## config.mk

```make
export PLATFORM = sky130hd
export DESIGN_NAME = spectrum_bar_renderer_flat
export DESIGN_NICKNAME = d
export VERILOG_FILES = /design/src/rtl/spectrum_bar_renderer_if.sv /design/src/rtl/spectrum_bar_renderer.sv /design/src/flat_wrapper.sv
export SDC_FILE = /design/constraint.sdc
export NUM_CORES = 1
export LEC_CHECK = 0
export BUFFER_PORTS_ARGS = -buffer_cell sky130_fd_sc_hd__buf_4
export CORE_ASPECT_RATIO = 2
export CORE_UTILIZATION = 52
export DETAILED_ROUTE_END_ITERATION = 8
export GPL_TIMING_DRIVEN = 0
export PLACE_DENSITY = 0.69
export REMOVE_ABC_BUFFERS = 1
export SLEW_MARGIN = 20
export SYNTH_ARGS = -nofsm -noshare
export SYNTH_HDL_FRONTEND = slang
export SYNTH_SLANG_ARGS = --single-unit
```

## constraint.sdc

```tcl
create_clock -name clk -period 5.1 [get_ports clk]
set_input_delay 0.765 -clock clk [delete_from_list [all_inputs] [get_ports clk]]
set_output_delay 0.765 -clock clk [all_outputs]
set_load 0.05 [all_outputs]
```

## src/rtl/spectrum_bar_renderer_if.sv

```systemverilog
// Read port of the frequency-magnitude BRAM as seen by the bar renderer.
// The renderer is the master (drives address/enable); the BRAM side returns data.
interface spectrum_bar_renderer_if #(
    parameter int bin_addr_w = 4,
    parameter int data_w     = 16
);
    logic [bin_addr_w-1:0] bram_r_addr;
    logic                  bram_r_en;
    logic [data_w-1:0]     bram_data;

    modport master (output bram_r_addr, output bram_r_en, input  bram_data);
    modport slave  (input  bram_r_addr, input  bram_r_en, output bram_data);
endinterface

```

## src/rtl/spectrum_bar_renderer.sv

```systemverilog
// Horizontal spectrum bars from the SDFT magnitude BRAM: per-line prefetch in
// horizontal blanking, per-bin peak hold with frame-based decay, registered pixel enables.
module spectrum_peak_cell #(
    parameter int data_w = 16
) (
    input  logic              clk,
    input  logic              reset_n,
    input  logic              upd,
    input  logic [data_w-1:0] din,
    input  logic              decay_tick,
    output logic [data_w-1:0] peak
);
    always_ff @(posedge clk or negedge reset_n) begin
        if (!reset_n)
            peak <= '0;
        else if (upd) begin
            if (din >= peak)
                peak <= din;
            else if (decay_tick && peak != '0)
                peak <= peak - data_w'(1);
        end
    end
endmodule

module spectrum_bar_renderer #(
    parameter int freq_bins    = 16,
    parameter int bin_addr_w   = 4,
    parameter int data_w       = 16,
    parameter int bar_height   = 30,
    parameter int h_active     = 640,
    parameter int v_total      = 525,
    parameter int axis_width   = 5,
    parameter int decay_frames = 4
) (
    input  logic                    clk,
    input  logic                    reset_n,
    input  logic [9:0]              x_px,
    input  logic [9:0]              y_px,
    input  logic                    activevideo,
    spectrum_bar_renderer_if.master bram,
    output logic                    draw_bar,
    output logic                    draw_peak,
    output logic                    draw_axis
);
    localparam int BIN_W = $clog2(freq_bins + 1);
    localparam int LIB_W = $clog2(bar_height + 1);
    localparam int FC_W  = $clog2(decay_frames + 1);

    typedef enum logic [1:0] {IDLE, ISSUE, WAIT, CAPTURE} fetch_st_t;

    fetch_st_t                          st;
    logic [LIB_W-1:0]                   line_in_bar, lib_nxt;
    logic [BIN_W-1:0]                   bin_idx, bin_nxt;
    logic [FC_W-1:0]                    frame_cnt;
    logic [data_w-1:0]                  bar_value, cur_pk, pk_clip, x_ext;
    logic                               bar_valid, decay_tick, fetch_pt, line0_pt;
    logic [freq_bins-1:0][data_w-1:0]   peak_q;

    assign fetch_pt   = (x_px == 10'(h_active));
    assign line0_pt   = fetch_pt && (y_px == 10'(v_total - 1));
    assign decay_tick = (frame_cnt == FC_W'(decay_frames - 1));
    assign x_ext      = data_w'(x_px);

    // Counter values for the line about to start; only committed at a fetch point.
    always_comb begin
        lib_nxt = line_in_bar + LIB_W'(1);
        bin_nxt = bin_idx;
        if (line0_pt) begin
            lib_nxt = '0;
            bin_nxt = '0;
        end else if (line_in_bar == LIB_W'(bar_height - 1)) begin
            lib_nxt = '0;
            if (bin_idx != BIN_W'(freq_bins))
                bin_nxt = bin_idx + BIN_W'(1);
        end
    end

    // bram_r_addr holds the bin of the bar on screen, so it also selects the peak to draw.
    always_comb begin
        cur_pk = '0;
        for (int i = 0; i < freq_bins; i++)
            if (bram.bram_r_addr == bin_addr_w'(i))
                cur_pk = peak_q[i];
    end

    assign pk_clip = (cur_pk > data_w'(h_active - 1)) ? data_w'(h_active - 1) : cur_pk;

    genvar gi;
    generate
        for (gi = 0; gi < freq_bins; gi++) begin : g_peak
            spectrum_peak_cell #(.data_w(data_w)) u_pk (
                .clk       (clk),
                .reset_n   (reset_n),
                .upd       (st == CAPTURE && bram.bram_r_addr == bin_addr_w'(gi)),
                .din       (bram.bram_data),
                .decay_tick(decay_tick),
                .peak      (peak_q[gi])
            );
        end
    endgenerate

    always_ff @(posedge clk or negedge reset_n) begin
        if (!reset_n) begin
            st               <= IDLE;
            line_in_bar      <= '0;
            bin_idx          <= '0;
            frame_cnt        <= '0;
            bar_value        <= '0;
            bar_valid        <= 1'b0;
            bram.bram_r_addr <= '0;
            bram.bram_r_en   <= 1'b0;
            draw_bar         <= 1'b0;
            draw_peak        <= 1'b0;
            draw_axis        <= 1'b0;
        end else begin
            draw_axis      <= activevideo && (x_px < 10'(axis_width));
            draw_bar       <= activevideo && bar_valid && (x_ext < bar_value);
            draw_peak      <= activevideo && bar_valid && (cur_pk != '0) && (x_ext == pk_clip);
            bram.bram_r_en <= 1'b0;
            if (fetch_pt) begin
                line_in_bar <= lib_nxt;
                bin_idx     <= bin_nxt;
                if (line0_pt)
                    frame_cnt <= decay_tick ? '0 : frame_cnt + FC_W'(1);
            end
            case (st)
                IDLE:
                    if (fetch_pt && lib_nxt == '0) begin
                        if (bin_nxt < BIN_W'(freq_bins)) begin
                            st               <= ISSUE;
                            bram.bram_r_addr <= bin_addr_w'(bin_nxt);
                            bram.bram_r_en   <= 1'b1;
                        end else
                            bar_valid <= 1'b0;
                    end
                ISSUE:   st <= WAIT;
                WAIT:    st <= CAPTURE;
                CAPTURE: begin
                    bar_value <= bram.bram_data;
                    bar_valid <= 1'b1;
                    st        <= IDLE;
                end
            endcase
        end
    end
endmodule

```

## src/flat_wrapper.sv

```systemverilog
// flat-port wrapper written by rule: the top's interface ports become plain ports
module spectrum_bar_renderer_flat 
#(
    parameter int freq_bins    = 16,
    parameter int bin_addr_w   = 4,
    parameter int data_w       = 16,
    parameter int bar_height   = 30,
    parameter int h_active     = 640,
    parameter int v_total      = 525,
    parameter int axis_width   = 5,
    parameter int decay_frames = 4
)
  (clk, reset_n, x_px, y_px, activevideo, draw_bar, draw_peak, draw_axis, bram_bram_r_addr, bram_bram_r_en, bram_bram_data);
  spectrum_bar_renderer_if #(.bin_addr_w(bin_addr_w), .data_w(data_w)) bram_i ();
  input  logic clk;
  input  logic reset_n;
  input  logic [9:0] x_px;
  input  logic [9:0] y_px;
  input  logic activevideo;
  output logic draw_bar;
  output logic draw_peak;
  output logic draw_axis;
  output wire logic [$bits(bram_i.bram_r_addr)-1:0] bram_bram_r_addr;
  output wire logic [$bits(bram_i.bram_r_en)-1:0] bram_bram_r_en;
  input wire logic [$bits(bram_i.bram_data)-1:0] bram_bram_data;
  assign bram_bram_r_addr = bram_i.bram_r_addr;
  assign bram_bram_r_en = bram_i.bram_r_en;
  assign bram_i.bram_data = bram_bram_data;
  spectrum_bar_renderer #(.freq_bins(freq_bins), .bin_addr_w(bin_addr_w), .data_w(data_w), .bar_height(bar_height), .h_active(h_active), .v_total(v_total), .axis_width(axis_width), .decay_frames(decay_frames)) u_core (.clk(clk), .reset_n(reset_n), .x_px(x_px), .y_px(y_px), .activevideo(activevideo), .bram(bram_i), .draw_bar(draw_bar), .draw_peak(draw_peak), .draw_axis(draw_axis));
endmodule
```

==> key figures <==
Timing
  • Fmax: 209.9 MHz
  • Post-route minimum period: 4.764 ns
  • Clk_skew: 0.02526 ns
  • Final Hold Vio Count: 0
  • RSZ-0062 raised after global routing: no
  • Slew Viols, Final: 0
  • Fin crit share: 0.9342
  • Rel. slew slack: 0.1882
  • Slew of the pin with the lowest slew margin: 1.215 ns
  • Final setup fails: 0

Global routing
  • Global route total overflow: 0
  • Vias in the first global route: 28030
  • First-pass GRT wire length: 157.8 mm
  • Tot GR Track Use: 0.3874
  • Pin count of the biggest net entering global routing: 88
  • Antenna violations before repair: 2

Synth
  • Largest family of logic cells by synthesized area: compound AO/OA/AOI/OAI gates
  • Yosys top cell by area: dfrtp_1
  • Syn Inst Count: 3364
  • #FFs+latches synth: 296
  • Xor/xnor share of the synthesized area: 0.002574
  • Simple-Gate Fraction of Synth Area: 0.1848
  • Ys Warns: 0
  • Post-synthesis mux area share: 0.08608
  • Post-synthesis sequential area ratio: 0.2721
  • Synth top area cells: dfrtp_1 27%, ha_1 13%, mux2i_1 7.0%
  • Post-synthesis adder-cell area fraction: 0.1328
  • Yosys cell types: 82
  • Most used DFF post-synth: dfrtp_1
  • Complex-gate fraction of the synthesized area: 0.2528
  • Post-synth ARST share: 1.000
  • Post-synth EDFFs: 0
  • Mapped Area: 27230 µm²
  • Post-Syn Area per Cell: 8.093 µm²
  • Count leader, synth: inv_1
  • Top-area cell type share of the netlist area: 0.2721
  • Post-synth top cells: 299 x inv_1, 296 x dfrtp_1, 289 x ha_1, 247 x a21oi_1, 245 x nor2_1

Setup path
  • Cell Chain, Critical Path: buf_12 > buf_16 > nor2_1 > a221oi_1 > o221ai_1 > a31oi_1 > a21oi_1 > and4_1 > a211oi_1 > mux2i_1 > or3_1 > nor4_1
  • Largest stage delay on the critical path: 0.73 ns
  • Worst EP required: 5.56 ns
  • Critical Path AT: 5.22 ns
  • Worst path bufs/invs: 2
  • Max FO, Critical Path: 55
  • CP top delay family: compound AO/OA/AOI/OAI gates
  • Critical path's slowest cell: dfrtp_4
  • Crit path kind: reg -> reg
  • Setup crit end kind: register
  • Crit start category: register

Cells and area
  • Area Growth Syn to Fin: 9.003%
  • Final design utilization: 0.5743
  • Total Nets Final: 3622
  • Antenna diodes: 0
  • Layout cells sized above 1: 0.07446
  • Final Cell Area: 29680 µm²

Floorplan
  • Ports: 47
  • Core area: 51670 µm²
  • Die Wd: 163.8 µm
  • Initial Util: 0.5269
  • Die area: 53330 µm²
  • Chip height: 325.6 µm
  • # rows: 118

Detailed routing
  • Initial DRC Count: 2792
  • Vias: 27750
  • Drt wl/cell: 25.96 µm
  • DRC: 0
  • Router iterations before antenna repair: 8
  • Post-Route WL: 103.2 mm
  • DRT antenna net count: 0
  • Vias per inst: 6.977

CTS
  • CTS tree: done
  • Post-CTS Setup Bufs: 0
  • Clk root buf: clkbuf_16
  • CTS Buf Count: 34
  • Clock sinks: 296
  • Hold_buf cts: 0
  • Clock latency on the worst-skew pair: 0.57 ns
  • Clock transition at the registers of the reported paths: 0.06 ns
  • H-Tree Level Count: 2
  • Post-cts sizing count: 0
  • Maximum clock path buffer count: 3

Placed design
  • GP Congestion: 0.9584
  • Area post-placement: 28570 µm²
  • PortBufs: 46
  • Final HPWL DP: 72.57 mm

Power and ir drop
  • Power Density: 234.1 nW/µm²
  • Leakage: 13.80 nW
  • Max VDD drop: 0.2944 mV

Min path
  • HP Class: in -> async

Status
  • Status: finished, final reports clean

Flow run
  • Total of max-cap violations: 0
## sequential cells by signal, indices dropped and copies added (netlist names)
signal / cells
u_core.g_peak.u_pk.peak: 256
u_core.bin_idx: 5
u_core.st: 2
u_core.draw_axis: 1
u_core.bram.bram_r_addr: 4
u_core.draw_bar: 1
u_core.draw_peak: 1
u_core.bram.bram_r_en: 1
u_core.frame_cnt: 3
u_core.line_in_bar: 5
u_core.bar_valid: 1
u_core.bar_value: 16
## kinds of logic after synthesis
group,Yosys count
XOR/XNOR,8
adder cells (fa/ha/maj),289
AO/OA/AOI/OAI,1050
AND/OR/NAND/NOR,1004
multiplexers,224
flip-flops,296
buffers and inverters,493
## path summary, 6_finish.rpt
kind / start / to / slack, ns / depth (start not counted)
max: u_core.bram.bram_r_addr[0]$_DFFE_PN0P_ / u_core.draw_peak$_DFF_PN0_ / 0.34 / 12
min: reset_n / u_core.g_peak[2].u_pk.peak[15]$_DFFE_PN0P_ / 0.10 / 1
max reg2reg: u_core.bram.bram_r_addr[0]$_DFFE_PN0P_ / u_core.draw_peak$_DFF_PN0_ / 0.34 / 12
min reg2reg: u_core.frame_cnt[1]$_DFFE_PN0P_ / u_core.frame_cnt[1]$_DFFE_PN0P_ / 0.48 / 2
max in group asynchronous: reset_n / u_core.g_peak[10].u_pk.peak[8]$_DFFE_PN0P_ / 3.66 / 3
min in group clk: u_core.frame_cnt[1]$_DFFE_PN0P_ / u_core.frame_cnt[1]$_DFFE_PN0P_ / 0.48 / 2
## cell usage in the layout (no fill, tap or decap), types with 20 or more instances in the layout
| cell | n |
|---|---|
| nor4_1 | 38 |
| nand4_1 | 46 |
| a211oi_1 | 57 |
| o22ai_1 | 114 |
| a31oi_1 | 24 |
| mux2_2 | 27 |
| buf_4 | 51 |
| a21o_1 | 125 |
| dfrtp_1 | 292 |
| clkbuf_16 | 34 |
| nor3_1 | 122 |
| nor2_1 | 242 |
| mux2i_1 | 191 |
| nand2b_1 | 47 |
| a221oi_1 | 20 |
| o21ai_0 | 202 |
| a2bb2oi_1 | 41 |
| nand2_1 | 207 |
| nor2b_1 | 23 |
| or4_1 | 20 |
| or3_1 | 68 |
| o32ai_1 | 23 |
| a22oi_1 | 28 |
| nand3_1 | 86 |
| inv_1 | 298 |
| ha_1 | 288 |
| a21oi_1 | 240 |
## where the power goes
part | internal [mW] | switching (mW)
Clock | 1.42 | 1.13
Sequential | 2.49 | 0.124
Combinational | 0.647 | 1.15
## routing by layer
metal	track usage	vias to the layer above	wire length (µm)
li1	-	12330	-
met1	0.4022	13520	35180
met2	0.6604	1407	50690
met3	0.07270	491	7435
met4	0.3360	2	9919
met5	0	-	15
## layout make-up
class / instances / area (µm²)
flip-flops and latches: 296 / 7420
repair buffers: 84 / 979.7
well taps: 660 / 825.8
inverters: 303 / 1139
clock inverters: 7 / 78.83
fillers: 4711 / 22000
clock buffers: 52 / 1008
multi-input cells: 2575 / 18230
## worst reg2reg max path, stage by stage (launching register included)
cell	delay [ns]
dfrtp_4	0.73
buf_12	0.30
buf_16	0.29
nor2_1	0.32
a221oi_1	0.57
o221ai_1	0.58
a31oi_1	0.48
a21oi_1	0.17
and4_1	0.22
a211oi_1	0.23
mux2i_1	0.09
or3_1	0.37
nor4_1	0.29
## metrics by stage
stage          hold slack (ns)  setup TNS, ns  instances  setup WS (ns)  power (mW)
2_1_floorplan           0.4428         -53.01       3174         -1.210       3.612
5_1_grt                 0.1282              0       3977         0.1143       7.188
6_report                0.1005              0       3977         0.3358       6.948
3_5_place_dp            0.4676         -1.336       3918        -0.1445       4.371
4_1_cts                 0.1124              0       3977        0.01416       6.898
3_3_place_gp            0.4570        -569.38       3880         -4.419       4.231
Note: power is estimated with default switching activity, not from simulation.
